===== config.mk =====
export PLATFORM = sky130hd
export DESIGN_NAME = sid_dac_rx
export DESIGN_NICKNAME = d
export VERILOG_FILES = /design/src/rtl/sid_dac_rx.sv
export SDC_FILE = /design/constraint.sdc
export NUM_CORES = 1
export LEC_CHECK = 0
export CORE_ASPECT_RATIO = 1.75
export CORE_MARGIN = 5
export CORE_UTILIZATION = 54
export DETAILED_ROUTE_END_ITERATION = 10
export PLACE_DENSITY = 0.78
export SLEW_MARGIN = 20
export SYNTH_ARGS = -nofsm -noshare
export SYNTH_HDL_FRONTEND = slang
export SYNTH_SLANG_ARGS = --single-unit

===== constraint.sdc =====
create_clock -name clk -period 2.1 [get_ports clk]
set_input_delay 0.42 -clock clk [delete_from_list [all_inputs] [get_ports clk]]
set_output_delay 0.42 -clock clk [all_outputs]
set_load 0.05 [all_outputs]

===== src/rtl/sid_dac_rx.sv =====
// Receiver for the SID two-channel serial DAC stream: oversamples DAC_clk/DAC_le/data,
// deserializes one 16-bit frame per channel per DAC_le window and buffers it for a consumer.
module sid_dac_rx #(
  parameter int FRAME_BITS  = 16,
  parameter int SAMPLE_W    = 12,
  parameter int SYNC_STAGES = 2
) (
  input  logic                           clk,
  input  logic                           rst,
  input  logic                           dac_clk,
  input  logic                           dac_le,
  input  logic                           dac_dat_1,
  input  logic                           dac_dat_2,
  output logic [SAMPLE_W-1:0]            sample_1,
  output logic [SAMPLE_W-1:0]            sample_2,
  output logic [FRAME_BITS-SAMPLE_W-1:0] cfg_1,
  output logic [FRAME_BITS-SAMPLE_W-1:0] cfg_2,
  output logic                           sample_valid,
  input  logic                           sample_ready,
  output logic                           frame_err,
  output logic                           overrun,
  input  logic                           err_clr
);

  localparam int CFG_W = FRAME_BITS - SAMPLE_W;

  typedef enum logic [1:0] {
    IDLE  = 2'd0,
    SHIFT = 2'd1,
    CLOSE = 2'd2
  } state_t;

  logic [SYNC_STAGES-1:0] clk_sync_q, le_sync_q, d1_sync_q, d2_sync_q;
  logic                   clk_prev_q, le_prev_q;
  logic                   clk_s, le_s, d1_s, d2_s;
  logic                   clk_rise_s, le_rise_s, le_fall_s;

  state_t                 state_q, state_d;
  logic [4:0]             cnt_q, cnt_d;
  logic [FRAME_BITS-1:0]  sh1_q, sh1_d, sh2_q, sh2_d;
  logic                   load_s, ferr_set_s, ovr_set_s, hs_s;

  logic [SAMPLE_W-1:0]    s1_q, s1_d, s2_q, s2_d;
  logic [CFG_W-1:0]       c1_q, c1_d, c2_q, c2_d;
  logic                   valid_q, valid_d, ferr_q, ferr_d, ovr_q, ovr_d;

  // Input synchronizers plus one extra stage per control line for edge detection
  always_ff @(posedge clk or negedge rst) begin
    if (!rst) begin
      clk_sync_q <= '0;
      le_sync_q  <= '0;
      d1_sync_q  <= '0;
      d2_sync_q  <= '0;
      clk_prev_q <= 1'b0;
      le_prev_q  <= 1'b0;
    end else begin
      clk_sync_q <= {clk_sync_q[SYNC_STAGES-2:0], dac_clk};
      le_sync_q  <= {le_sync_q[SYNC_STAGES-2:0], dac_le};
      d1_sync_q  <= {d1_sync_q[SYNC_STAGES-2:0], dac_dat_1};
      d2_sync_q  <= {d2_sync_q[SYNC_STAGES-2:0], dac_dat_2};
      clk_prev_q <= clk_s;
      le_prev_q  <= le_s;
    end
  end

  assign clk_s      = clk_sync_q[SYNC_STAGES-1];
  assign le_s       = le_sync_q[SYNC_STAGES-1];
  assign d1_s       = d1_sync_q[SYNC_STAGES-1];
  assign d2_s       = d2_sync_q[SYNC_STAGES-1];
  assign clk_rise_s = clk_s & ~clk_prev_q;
  assign le_rise_s  = le_s & ~le_prev_q;
  assign le_fall_s  = ~le_s & le_prev_q;

  // Frame FSM: a bit arriving with the closing latch edge is still shifted in
  always_comb begin
    state_d    = state_q;
    cnt_d      = cnt_q;
    sh1_d      = sh1_q;
    sh2_d      = sh2_q;
    load_s     = 1'b0;
    ferr_set_s = 1'b0;
    case (state_q)
      IDLE: begin
        if (le_fall_s) begin
          state_d = SHIFT;
          cnt_d   = 5'd0;
          sh1_d   = '0;
          sh2_d   = '0;
        end else begin
          state_d = IDLE;
        end
      end
      SHIFT: begin
        if (clk_rise_s) begin
          sh1_d = {sh1_q[FRAME_BITS-2:0], d1_s};
          sh2_d = {sh2_q[FRAME_BITS-2:0], d2_s};
          cnt_d = (cnt_q == 5'd31) ? cnt_q : cnt_q + 5'd1;
        end else begin
          cnt_d = cnt_q;
        end
        if (le_rise_s) begin
          state_d = CLOSE;
        end else begin
          state_d = SHIFT;
        end
      end
      CLOSE: begin
        state_d = IDLE;
        if (cnt_q == 5'(FRAME_BITS)) begin
          load_s = 1'b1;
        end else begin
          ferr_set_s = 1'b1;
        end
      end
      default: begin
        state_d = IDLE;
      end
    endcase
  end

  // Single-entry output buffer; a load on the handshake cycle is not an overrun
  always_comb begin
    hs_s      = valid_q & sample_ready;
    s1_d      = s1_q;
    s2_d      = s2_q;
    c1_d      = c1_q;
    c2_d      = c2_q;
    ovr_set_s = 1'b0;
    if (load_s) begin
      s1_d      = sh1_q[SAMPLE_W-1:0];
      c1_d      = sh1_q[FRAME_BITS-1:SAMPLE_W];
      s2_d      = sh2_q[SAMPLE_W-1:0];
      c2_d      = sh2_q[FRAME_BITS-1:SAMPLE_W];
      valid_d   = 1'b1;
      ovr_set_s = valid_q & ~sample_ready;
    end else begin
      valid_d = valid_q & ~hs_s;
    end
    ferr_d = ferr_set_s | (ferr_q & ~err_clr);
    ovr_d  = ovr_set_s | (ovr_q & ~err_clr);
  end

  // State, shift and output registers
  always_ff @(posedge clk or negedge rst) begin
    if (!rst) begin
      state_q <= IDLE;
      cnt_q   <= 5'd0;
      sh1_q   <= '0;
      sh2_q   <= '0;
      s1_q    <= '0;
      s2_q    <= '0;
      c1_q    <= '0;
      c2_q    <= '0;
      valid_q <= 1'b0;
      ferr_q  <= 1'b0;
      ovr_q   <= 1'b0;
    end else begin
      state_q <= state_d;
      cnt_q   <= cnt_d;
      sh1_q   <= sh1_d;
      sh2_q   <= sh2_d;
      s1_q    <= s1_d;
      s2_q    <= s2_d;
      c1_q    <= c1_d;
      c2_q    <= c2_d;
      valid_q <= valid_d;
      ferr_q  <= ferr_d;
      ovr_q   <= ovr_d;
    end
  end

  assign sample_1     = s1_q;
  assign sample_2     = s2_q;
  assign cfg_1        = c1_q;
  assign cfg_2        = c2_q;
  assign sample_valid = valid_q;
  assign frame_err    = ferr_q;
  assign overrun      = ovr_q;

endmodule


* Word-level counts from Yosys, hierarchy flattened
Index checks and enable logic that the tools add are counted.
Word-level totals: input port bits 8, logic and storage cells 63, bits in registers 84, output and inout port bits 35
Cells by class: bitwise operators 16, mux-type cells 18, reductions and logical operators 4, eq/ne operators 7, add/sub/neg operators 1
Operator list (count):
- $pmux W16 S2 | 2
- $mux W16 | 3
- $mux W5 | 3
- $eq A5 B5 Y1 const B | 2
- $pmux W5 S2 | 1
- $and A1 B1 Y1 | 8
- $mux W1 | 7
- $ne A2 B2 Y1 const B | 3
- $not A1 Y1 | 6
- $add A5 B1 Y5 const B | 1
- $pmux W2 S2 | 1
- $reduce_and A4 Y1 | 1
- $reduce_and A3 Y1 | 1
- $eq A2 B1 Y1 const B | 1
- $eq A2 B2 Y1 const B | 1
- $logic_not A2 Y1 | 1
- $mux W2 | 1
- $or A1 B1 Y1 | 2
- $reduce_bool A2 Y1 | 1

* Depth between registers and ports, before layout
depth after elaboration 5, gate-level depth with buffers 6, depth with buffers taken out 6

* Worst setup path before layout
OpenSTA, ideal clock, no wires.
kind reg-to-reg, start point register cnt_q[0], end point register cnt_q[3], library setup time 0.124 ns, cell stages (with the launch flop) 7, data required time 1.976 ns, buffers on the path 0, data arrival time 1.602 ns, slack 0.374 ns, period minus slack after synthesis 1.726 ns, cell sequence dfrtp_1 ha_1 and3_1 ha_1 nand4b_1 and3_1 a211o_1
On the way: cells in the longest elaborated chain, start to end 4, elaborated cells between the ends (all ways) 7, those cells by class add/sub (1); eq/ne (2); mux (3); reduce/logical (1)
Ends and longest elaborated chain:
- from (decl) | line 39 | logic [4:0] cnt_q, cnt_d;
- from (signal assigned) | line 159 | cnt_q <= cnt_d;
- $add A5 B1 Y5 | line 97 | cnt_d = (cnt_q == 5'd31) ? cnt_q : cnt_q + 5'd1;
- $mux W5 | line 97
- $mux W5 | line 94 | if (clk_rise_s) begin
- $pmux W5 S2 | line 82 | case (state_q)
Several ways; a longest one is shown, not always the timed one. The select of a mux whose other input is x is not followed. A chain may end at the register's enable or synchronous reset.

* Worst setup path after layout
start point register s2_q[11] (netlist: sample_2[11]), end point output sample_2[11]
RTL lines:
- from (decl) | line 43 | logic [SAMPLE_W-1:0] s1_q, s1_d, s2_q, s2_d;
- from (signal assigned) | line 151 | s2_q <= '0;
- from (signal assigned) | line 163 | s2_q <= s2_d;
- to (decl) | line 15 | output logic [SAMPLE_W-1:0] sample_2,
No word-level cell between the ends.

==> qor.csv <==
metric,value,unit
result_of_the_run,"finished, final reports clean",
place.port_buffers,42,
die-area,7840,um2
hold_viol,0,
detailedPlacementHpwl,3960,um
gpl.final_weighted_congestion,0.746,
power.switching,0.763,mW
timing.final.crit_share,94.6,%
post-cts-setup-buffer-count,0,
criticalPathCategory,reg -> out,
global_route.overflow_total,0,
timing.critical_path.fanout_max,2,
path_cells,clkdlybuf4s50_1,
critical_path_s_slowest_cell,clkdlybuf4s50_1,
detail_route.vias_per_cell,5.65,
floorplan.core_area,5930,um2
floorplan.initialDensity,55.7,%
ant_nets,0,
synth-adder-area-share,1.14,%
critPathArrivalTime,1570,ps
slew_viol_final,0,
critical_path.max_stage_delay,820,ps
drive_gt1_share,23.9,%
grt_start_max_net_pins,47,
synth_area,3300,um2
initial_antenna_violation_count,0,
synth_top_family_by_area,multiplexers,
synth.ff_latch_count,84,
worst-path-buf-inv,1,
vias_in_the_first_global_route,1975,
static-leakage-power,1.99,nW
yosys.area_share.simple,5.95,%
power_frac_seq,57.8,%
clock_sinks,84,
syn_area_per_cell,16.1,um2
max_cap_viol,0,
floorplan.die.height,113,um
avgRoutedWirePerCell,17.4,um
setup_violators_final,0,
clock-skew-final,8.77,ps
drcViolationCount,0,
worst_pin_slew,620,ps
synth.distinct_cells,35,
number_of_cts_inserted_buffers,9,
period_minus_slack,1990,ps
area_delta_synth_final,20.9,%
top_level_ports,43,
holdBufCountCts,0,
cts.reportedPaths.clkPinSlew,80,ps
tritoncts_clock_tree,built,
htree_levels,3,
worst_ep_required_time,1680,ps
final_nets,265,
kind_of_end_point_of_the_critical_path,output port,
type_of_the_worst_min_delay_path,in -> async,
category_of_the_worst_setup_path_launch_point,register,
synthXorXnorAreaFrac,0,%
dr.first_iter.drc_count,113,
clkPwrFrac,34.0,%
routed_wl,5860,um
clock_tree.root_cell,clkbuf_8,
synth_compound_gate_area_share,11.2,%
grt_first_pass_wirelength,10000,um
num_vias,1905,
syn_nets,216,
grt_setup_unrepaired,no,
post_synth_mux_area_share,14.1,%
post-layout-total-power,3.07,mW
gate_count_post_synth,205,
antenna_fix_cells,0,
placement_rows,37,
clock_tree.buffer_depth,2,
switching_share,24.9,%
post_cts_resize_count,0,
worst_skew_pair.late_latency,360,ps
cell_pwr_density,769,nW/um2
slew_headroom,58.7,%
synth_warnings,0,
power.ir.vdd_worst,0.492,mV
timing.setup.tns,0,ps
ys_seq_area_share,63.7,%
cpLargestDelayFamily,buffers and inverters,
drt_pass1_iterations,4,
cell_internal_pwr,2.30,mW
die_w,69.1,um
max_freq,503,MHz
combPwrFrac,8.2,%
track_usage,16.5,%
-- kinds of logic (layout without fill, tap and decap cells) --
family / after synthesis / count (layout)
multiplexers: 32 / 32
flip-flops: 84 / 84
AO/OA/AOI/OAI: 43 / 43
AND/OR/NAND/NOR: 25 / 25
buffers and inverters: 18 / 72
adder cells (fa/ha/maj): 3 / 3
-- sequential cells by signal, summed over array words and instances (netlist names), 4 cells and up --
signal	count
sh1_q	16
cnt_q	5
sample_2	12
cfg_2	4
cfg_1	4
sh2_q	16
sample_1	12
-- cell usage after synthesis --
cell type  count  area share (%)
dfrtp_1       84              64
a22o_1        33             8.8
mux2_4        28              13
buf_6          7             2.4
inv_1          6            0.68
buf_2          4            0.61
mux2_2         4             1.4
nand3_1        4            0.61
ha_1           3             1.1
nand2_1        3            0.34
and3_1         2            0.38
nand2b_1       2            0.38
nand4b_1       2            0.53
nor2_1         2            0.23
a211o_1        1            0.27
a21oi_1        1            0.15
a21oi_2        1            0.27
a32o_1         1            0.30
and4bb_1       1            0.38
buf_4          1            0.23
nand3b_4       1            0.61
nand4bb_1      1            0.34
nor2_2         1            0.19
nor3b_1        1            0.23
nor4b_1        1            0.27
nor4b_2        1            0.45
nor4bb_1       1            0.30
o211ai_1       1            0.23
o211ai_2       1            0.38
o21ai_0        1            0.15
o21bai_1       1            0.23
o22ai_1        1            0.19
o32ai_1        1            0.27
or4b_1         1            0.30
or4b_4         1            0.42
-- power by group through the flow --
stage / combinational, mW / clock [mW] / sequential, mW
final: 0.253 / 1.04 / 1.77
after global routing: 0.279 / 1.15 / 1.78
after CTS: 0.257 / 1.07 / 1.77
after detailed placement: 0.255 / 0 / 1.80
after global placement: 0.244 / 0 / 1.80
after floorplan: 0.175 / 0 / 1.78
-- placed cells by master (no fill, tap or decap), types with 2 or more instances in the layout --
cell type and count:
dfrtp_1 84, clkdlybuf4s50_1 41, a22o_1 33, mux2_4 28, clkbuf_8 11, buf_4 7, inv_1 6, nand3_1 4
mux2_2 4, nand2_1 3, ha_1 3, nand2b_1 2, and3_1 2, nand4b_1 2, nor2_1 2, clkbuf_1 2
buf_12 2
-- layout make-up --
class / instances / area [um2]
flip-flops and latches: 84 / 2100
fillers: 464 / 1940
multi-input cells: 103 / 1080
repair buffers: 50 / 503
clock buffers: 13 / 159
well taps: 78 / 97.6
inverters: 6 / 22.5
clock inverters: 3 / 21.3
-- stage by stage --
step | cell area [um2] | utilization [%] | setup WS, ps | cells | hold WS (ps)
floorplan | 3300 | - | 374 | 205 | 124
global placement | 3810 | 64.3 | 254 | 321 | 335
detailed placement | 3810 | 64.3 | 219 | 321 | 338
CTS | 3990 | 67.3 | 81.7 | 337 | 65.9
global route | 3990 | 67.3 | 67.9 | 337 | 99.6
finish | 3990 | 67.3 | 114 | 337 | 55.5
-- per-layer routing --
metal  up-vias  GRT usage, %  wire length, um
met1       979          19.6             2450
li1        862             -                -
met5         -             0                0
met3        15          2.65              238
met2        49          26.5             2910
met4         0          13.0              250
-- path summary, 6_finish.rpt --
check                      cells after the start            end  slack, ps           from
hold / removal                                 1     state_q[0]         60            rst
min in group clk                               0  clk_sync_q[1]        350  clk_sync_q[0]
hold reg to reg                                0  clk_sync_q[1]        350  clk_sync_q[0]
setup reg to reg                               6       cnt_q[3]        220       cnt_q[0]
setup / recovery                               1   sample_2[11]        110   sample_2[11]
max in group asynchronous                      2       cnt_q[0]       1380            rst
No activity file was read; power rests on OpenSTA's default activity.
